File: src/rtl/uart_tx.sv
// uart_tx: 8N1 serial transmitter fed by a small byte FIFO.
// Bytes arrive on a valid/ready port and leave LSB first on tx.
module uart_tx #(
  parameter int CLK_FREQ_HZ = 27_000_000,
  parameter int BAUD        = 115_200,
  parameter int FIFO_DEPTH  = 4
) (
  input  logic       clk,
  input  logic       reset,
  input  logic [7:0] wr_data,
  input  logic       wr_valid,
  output logic       wr_ready,
  output logic       busy,
  output logic       tx
);

  localparam int DIV = CLK_FREQ_HZ / BAUD;
  localparam int CW  = (DIV > 1) ? $clog2(DIV) : 1;
  localparam int AW  = (FIFO_DEPTH > 1) ? $clog2(FIFO_DEPTH) : 1;
  localparam logic [CW-1:0] LAST = CW'(DIV - 1);

  if (DIV < 2) begin : g_div_chk
    $error("uart_tx: CLK_FREQ_HZ / BAUD must be at least 2");
  end

  if (FIFO_DEPTH < 2 || (1 << AW) != FIFO_DEPTH) begin : g_depth_chk
    $error("uart_tx: FIFO_DEPTH must be a power of two >= 2");
  end

  typedef enum logic [1:0] {
    IDLE,
    START,
    DATA,
    STOP
  } state_e;

  logic [7:0]    mem_q [FIFO_DEPTH];
  logic [AW:0]   wptr_q, wptr_d;
  logic [AW:0]   rptr_q, rptr_d;
  logic          full, empty;
  logic          push, pop;
  logic [7:0]    head;

  state_e        state_q, state_d;
  logic [CW-1:0] baud_q, baud_d;
  logic [2:0]    bit_q, bit_d;
  logic [7:0]    shift_q, shift_d;
  logic          tx_q, tx_d;
  logic          bit_end;

  // Extra pointer MSB tells a full ring from an empty one.
  assign empty = (wptr_q == rptr_q);
  assign full  = (wptr_q[AW] != rptr_q[AW]) &&
                 (wptr_q[AW-1:0] == rptr_q[AW-1:0]);

  assign wr_ready = !full;
  assign push     = wr_valid && !full;
  assign head     = mem_q[rptr_q[AW-1:0]];

  assign wptr_d = push ? wptr_q + (AW+1)'(1) : wptr_q;
  assign rptr_d = pop  ? rptr_q + (AW+1)'(1) : rptr_q;

  assign bit_end = (baud_q == LAST);
  assign busy    = (state_q != IDLE) || !empty;
  assign tx      = tx_q;

  // FIFO storage; contents need no reset, pointers define validity.
  always_ff @(posedge clk) begin
    if (push) begin
      mem_q[wptr_q[AW-1:0]] <= wr_data;
    end
  end

  // Frame sequencing: start, eight data bits, stop, chain if more queued.
  always_comb begin
    state_d = state_q;
    baud_d  = baud_q;
    bit_d   = bit_q;
    shift_d = shift_q;
    tx_d    = tx_q;
    pop     = 1'b0;

    if (state_q != IDLE) begin
      baud_d = bit_end ? '0 : baud_q + CW'(1);
    end

    unique case (state_q)
      IDLE: begin
        baud_d = '0;
        if (!empty) begin
          pop     = 1'b1;
          shift_d = head;
          tx_d    = 1'b0;
          state_d = START;
        end
      end
      START: begin
        if (bit_end) begin
          tx_d    = shift_q[0];
          shift_d = {1'b0, shift_q[7:1]};
          bit_d   = '0;
          state_d = DATA;
        end
      end
      DATA: begin
        if (bit_end) begin
          if (bit_q == 3'd7) begin
            tx_d    = 1'b1;
            state_d = STOP;
          end else begin
            tx_d    = shift_q[0];
            shift_d = {1'b0, shift_q[7:1]};
            bit_d   = bit_q + 3'd1;
          end
        end
      end
      STOP: begin
        if (bit_end) begin
          if (!empty) begin
            pop     = 1'b1;
            shift_d = head;
            tx_d    = 1'b0;
            state_d = START;
          end else begin
            state_d = IDLE;
          end
        end
      end
      default: begin
        state_d = IDLE;
        tx_d    = 1'b1;
      end
    endcase
  end

  // Registered state; reset aborts any frame and empties the FIFO.
  always_ff @(posedge clk or posedge reset) begin
    if (reset) begin
      state_q <= IDLE;
      baud_q  <= '0;
      bit_q   <= '0;
      shift_q <= '0;
      tx_q    <= 1'b1;
      wptr_q  <= '0;
      rptr_q  <= '0;
    end else begin
      state_q <= state_d;
      baud_q  <= baud_d;
      bit_q   <= bit_d;
      shift_q <= shift_d;
      tx_q    <= tx_d;
      wptr_q  <= wptr_d;
      rptr_q  <= rptr_d;
    end
  end

endmodule

File: config.mk
export PLATFORM = sky130hd
export DESIGN_NAME = uart_tx
export DESIGN_NICKNAME = d
export VERILOG_FILES = /design/src/rtl/uart_tx.sv
export SDC_FILE = /design/constraint.sdc
export NUM_CORES = 1
export LEC_CHECK = 0
export CAP_MARGIN = 20
export CORE_UTILIZATION = 51
export CTS_BUF_LIST = sky130_fd_sc_hd__clkbuf_16
export CTS_CLUSTER_DIAMETER = 40
export DETAILED_ROUTE_END_ITERATION = 6
export HOLD_SLACK_MARGIN = 0.06
export PLACE_DENSITY = 0.69
export SLEW_MARGIN = 10
export SYNTH_ARGS = -nofsm -noshare
export SYNTH_HDL_FRONTEND = slang
export SYNTH_SLANG_ARGS = --single-unit
File: constraint.sdc
create_clock -name clk -period 2.4 [get_ports clk]
set_clock_uncertainty 0.2 [all_clocks]
set_input_delay 0.72 -clock clk [delete_from_list [all_inputs] [get_ports clk]]
set_output_delay 0.72 -clock clk [all_outputs]
set_load 0.005 [all_outputs]
==> impl_metrics.ini, run 1 <==
[hold_path]
hold_start = baud_q[0]
hp-class = reg2reg
hold_end = baud_q[0]
worstHoldPathCells = 1

[grt]
grt_pass1_wl_mm = 7.89
grt_pass1_vias = 1660
antenna_found_initial = 0
grt_start_max_net_pins = 29
gr-total-overflow = 0
grtUsageTotal_pct = 18.2

[routing]
vias_per_cell = 5.38
drc = 0
wire_per_inst_um = 15.7
wl_mm = 4.82
firstDrtPassIters = 4
num_vias = 1658
postRouteAntennaNets = 0
drtIter0Drc = 79

[setup_path]
cp-start-kind = flop
cp-end-kind = primary output
reg2reg_from = state_q[0]
worst_r2r_endpoint = shift_q[4]
crit_family = buffers and inverters
ff2ff_path_depth = 8
slowest_stage = dfrtp_1
r2r_setup_slack_ns = 0.12
critical_path_class = reg2out
max_stage_delay_ns = 0.40
crit_start = rptr_q[0]
worstPathMaxFanout = 4
arrival_ns = 1.44
critical_path_required_ns = 1.48
path_cells = xnor2_2 -> buf_4 -> nand3_1 -> dlygate4sd2_1
worst-path-buf-inv = 2

[die]
core_um2 = 5200
initial_core_util_pct = 54.0
die_w_um = 76.2
row_count = 26
ios = 14
die_y_um = 76.2
die_area_um2 = 5810

[synthesis]
seq_area_frac_synth_pct = 59.1
synth_area_leaders = edfxtp_1 (34%), dfrtp_1 (24%), mux4_2 (6.4%)
post-synth-top-area-cell = edfxtp_1
ys_types = 42
yosys.area.top_type_share_pct = 34.2
syn-cell-area_um2 = 2810
syn_inst = 185
avgSynthCellArea_um2 = 15.2
async_flop_share_pct = 46.7
ys.warnings.count = 0
ys.flop_type = edfxtp_1
synth_edf_count = 32
synth_seq_cells = 60
postSynthNetCount = 210

[timing]
max_freq_mhz = 424
hold_viol = 0
drv_slew = 0
period_minus_slack_ns = 2.36
post-route-period-util_pct = 98.3
slew_headroom_pct = 56.0
worst_pin_slew_ns = 0.655
finalSetupTns_ns = 0
setup_viol = 0

[clock_tree]
cts_sinks = 60
clkLatencyLatePin_ns = 0.32
cts_tree = built
clockBufferDepth = 2
clk_pin_slew_ns = 0.06
cts_buffers = 9
root_buffer = clkbuf_16
ctsHoldBuffers = 0
h-tree-depth = 3

[finish]
synthToLayoutAreaGrowth_pct = 28.0
layout_commonest_cell = edfxtp_1
drive_above_1_share_pct = 34.5
antenna_cells = 0
fillers = 354
most-common-layout-cells = edfxtp_1 (32), dfrtp_1 (25), buf_4 (24), ha_1 (13), clkdlybuf4s50_1 (11)
final_nets = 258

[power]
peakVddDrop_mv = 0.888
p_leak_nw = 1.49
power_mw = 5.12
powerDensity_nw_per_um2 = 1420

[placement]
gp_congestion = 0.738
place_hpwl_mm = 3.20
port_buffers = 13

[status]
outcome = completed

[flow_run]
drv_cap = 0
==> worst register-to-register path, cell delays in order, from the launching register on <==
cell and delay, ns:
dfrtp_1 0.36, inv_2 0.07, buf_4 0.15, ha_1 0.27
nor2_1 0.16, o2bb2ai_1 0.22, o211a_1 0.21, buf_4 0.19
mux2_4 0.32
==> registers in the layout, indices dropped and copies added (netlist names) <==
signal   count
state_q      2
wptr_q       3
baud_q       8
mem_q       32
shift_q      8
tx           1
bit_q        3
rptr_q       3
==> synth_stat cells, types with 2 or more instances <==
library cell and n:
nand2b_1 2, nor2_1 8, xnor2_1 5, mux4_2 8, buf_6 2, xnor2_2 2
nand3_1 7, nor3_1 2, a32o_1 2, edfxtp_1 32, and2_1 4, mux2_4 9
o21ai_0 4, ha_1 14, or3_1 2, nand2_1 6, xor2_1 5, dfrtp_1 27
mux2_2 8, a21oi_1 3, inv_1 12
==> final cells by class <==
class / count / area, µm² / share of cell area [%]
inverter: 12 / 45.0 / 1.25
multi-input combinational: 109 / 1110 / 30.7
clock buffer: 9 / 225 / 6.26
sequential: 60 / 1670 / 46.3
timing repair buffer: 41 / 388 / 10.8
tap: 70 / 87.6 / 2.43
clock inverter: 7 / 81.3 / 2.26
==> repair_timing <==
item | 4_1_cts | 5_1_grt
setup buffers | 14 | 5
endpoints found under the hold margin | 0 | 0
setup endpoints to repair | 2 | 2
resized for setup | 8 | 4
pin swaps | 3 | 4
==> power by group <==
part / internal (mW) / switching (mW) / leakage, nW / total (mW)
Sequential: 1.41 / 0.173 / 0.640 / 1.59
Clock: 0.819 / 0.478 / 0.147 / 1.30
Combinational: 1.31 / 0.931 / 0.703 / 2.24
==> how the worst max path moves through the flow <==
stage                        endpoint  slack (ns)  cells after the start
after global routing         wr_ready       -0.03                      4
final                        wr_ready        0.04                      4
after floorplan            shift_q[2]        0.37                      5
after global placement    mem_q[3][6]         0.1                      5
after detailed placement  mem_q[3][6]        0.04                      5
after CTS                        busy        0.02                      3
==> through the flow <==
| stage | setup slack [ns] | instances | hold slack [ns] | cell area, µm² | utilization [%] |
|---|---|---|---|---|---|
| after floorplan | 0.371 | 185 | 0.272 | 2810 | - |
| after global placement | 0.0983 | 274 | 0.280 | 3120 | 60.0 |
| after detailed placement | 0.0368 | 274 | 0.294 | 3120 | 60.0 |
| after CTS | 0.0163 | 304 | 0.313 | 3550 | 68.3 |
| after global routing | -0.0251 | 308 | 0.330 | 3600 | 69.1 |
| final | 0.0414 | 308 | 0.315 | 3600 | 69.1 |
==> cells by family after synthesis <==
family / count (synthesis) / share of synthesized area, %
xor gates and xnor gates: 12 / 4.27
adders and majority gates: 14 / 6.23
muxes: 25 / 14.4
buffers and inverters: 16 / 2.80
AOI/OAI and AO/OA: 20 / 5.43
and+or+nand+nor: 38 / 7.70
DFF: 60 / 59.1
==> layer usage <==
metal / routed length [µm] / GRT usage (%) / up-vias / share of wire (%)
met5: 0 / 0 / - / 0
met3: 107 / 4.07 / 5 / 2.2
met4: 55 / 9.81 / 0 / 1.1
met2: 2580 / 30.7 / 27 / 54
met1: 2080 / 21.8 / 843 / 43
li1: - / - / 783 / -
No activity file was read; power rests on OpenSTA's default activity.
==> run 2, diff against run 1 <==
- SKIP_CTS_REPAIR_TIMING: unset -> 1
==> run 2 against run 1 <==
Final cell count fell by 4.5%. Global-route usage fell by 0.61 points. Core utilization down 2.1 points. Cell area is 3.1% lower. Clock power is essentially flat. Die area did not move. Register-to-register slack better by 0.11 ns. Worst hold slack improved by 0.0024 ns. Sequential share of layout area is 1.5 points higher. Fmax is 0.59% higher. Combinational power fell by 10%. Largest cell class unchanged.
==> impl_metrics.ini, run 2 (synthesis results as in run 1) <==
[power]
p_leak_nw = 1.42
peakVddDrop_mv = 0.854
switching_share_pct = 31.0
switchingPower_mw = 1.53
intPower_mw = 3.40
powerDensity_nw_per_um2 = 1410
seq_power_share_pct = 32.9
clockPowerShare_pct = 26.3
pwr-share-comb_pct = 40.8

[die]
die_y_um = 76.2
die_area_um2 = 5810
row_count = 26
ios = 14
initial_core_util_pct = 54.0
core_um2 = 5200
die_w_um = 76.2

[clock_tree]
clockBufferDepth = 2
root_buffer = clkbuf_16
h-tree-depth = 3
cts_buffers = 9
cts_tree = built
clkLatencyLatePin_ns = 0.32
clk_pin_slew_ns = 0.06
cts_sinks = 60

[routing]
postRouteAntennaNets = 0
drtIter0Drc = 84
wire_per_inst_um = 15.5
vias_per_cell = 5.49
firstDrtPassIters = 4
num_vias = 1614
wl_mm = 4.56
drc = 0

[finish]
antenna_cells = 0
largest_reg_flops = 32
drive_above_1_share_pct = 30.8
layout_commonest_cell = edfxtp_1
most-common-layout-cells = edfxtp_1 (32), dfrtp_1 (23), ha_1 (13), inv_1 (11), clkdlybuf4s50_1 (11)
synthToLayoutAreaGrowth_pct = 24.1
final_nets = 244

[setup_path]
critical_path_class = reg2out
arrival_ns = 1.42
cp-end-kind = primary output
cp-start-kind = flop
critical_path_required_ns = 1.48
worstPathMaxFanout = 3

[grt]
grtUsageTotal_pct = 17.6
grt_pass1_wl_mm = 7.62
grt_pass1_vias = 1574
grt_start_max_net_pins = 29
gr-total-overflow = 0
antenna_found_initial = 0

[timing]
fin_ws_ns = 0.0553
setup_viol = 0
post-route-period-util_pct = 97.7
hold_viol = 0
period_minus_slack_ns = 2.34
slew_headroom_pct = 57.0
worst_pin_slew_ns = 0.640
drv_slew = 0
whs_ns = 0.317
max_freq_mhz = 426
finalSetupTns_ns = 0

[flow_run]
drv_cap = 0

[hold_path]
hp-class = reg2reg

[placement]
place_hpwl_mm = 3.20
port_buffers = 13
place_ws_ns = 0.0368
gp_congestion = 0.738

[status]
outcome = completed
==> run 2: cell types whose count changed in the layout (fill, tap and decap cells not counted), sizes merged <==
cell	previous run	this run
buf	28	14
clkbuf	9	10
dlymetal6s2s	0	1
dlygate4sd2	2	0
==> run 2: worst max-delay path, stage by stage, from the launching register on <==
cell      delay, ns
dfrtp_2        0.43
buf_4          0.16
xnor2_2        0.19
nand4_1        0.18
clkbuf_2       0.15
==> run 2: final timing paths <==
check                      startpoint    endpoint  slack [ns]  depth (start not counted)
setup / recovery            rptr_q[2]        busy        0.06                          4
hold / removal             shift_q[6]  shift_q[6]        0.32                          1
setup reg to reg           state_q[0]  shift_q[4]        0.23                          7
hold reg to reg            shift_q[6]  shift_q[6]        0.32                          1
max in group asynchronous       reset          tx        1.13                          3
min in group asynchronous       reset    bit_q[0]        0.56                          3
==> run 2: area by class of cell <==
| class | instances | area, µm² |
|---|---|---|
| Fill cell | 374 | 1720 |
| Sequential cell | 60 | 1670 |
| Multi-Input combinational cell | 109 | 1100 |
| Timing Repair Buffer | 27 | 283 |
| Clock buffer | 9 | 225 |
| Tap cell | 70 | 87.6 |
| Clock inverter | 7 | 81.3 |
| Inverter | 12 | 45.0 |
==> run 2: power groups by stage <==
stage / registers, mW / clock network [mW] / logic, mW
2_1_floorplan: 1.56 / 0 / 1.49
3_3_place_gp: 1.59 / 0 / 1.84
3_5_place_dp: 1.61 / 0 / 1.90
4_1_cts: 1.60 / 1.32 / 1.91
5_1_grt: 1.66 / 1.36 / 2.19
6_report: 1.62 / 1.30 / 2.01
==> run 2: routing by layer <==
layer / GRT usage, % / up-vias / wire [µm]
li1: - / 756 / -
met1: 21.7 / 828 / 1960
met4: 9.23 / 0 / 55
met5: 0 / - / 0
met3: 3.95 / 5 / 117
met2: 29.1 / 25 / 2430
==> run 2: metrics by stage <==
stage          total power, mW  std cells  area, µm²  util [%]
2_1_floorplan             3.04        185       2810         -
3_5_place_dp              3.51        274       3120      60.0
4_1_cts                   4.83        290       3430      65.8
6_report                  4.93        294       3490      67.0
5_1_grt                   5.20        294       3490      67.0
3_3_place_gp              3.43        274       3120      60.0
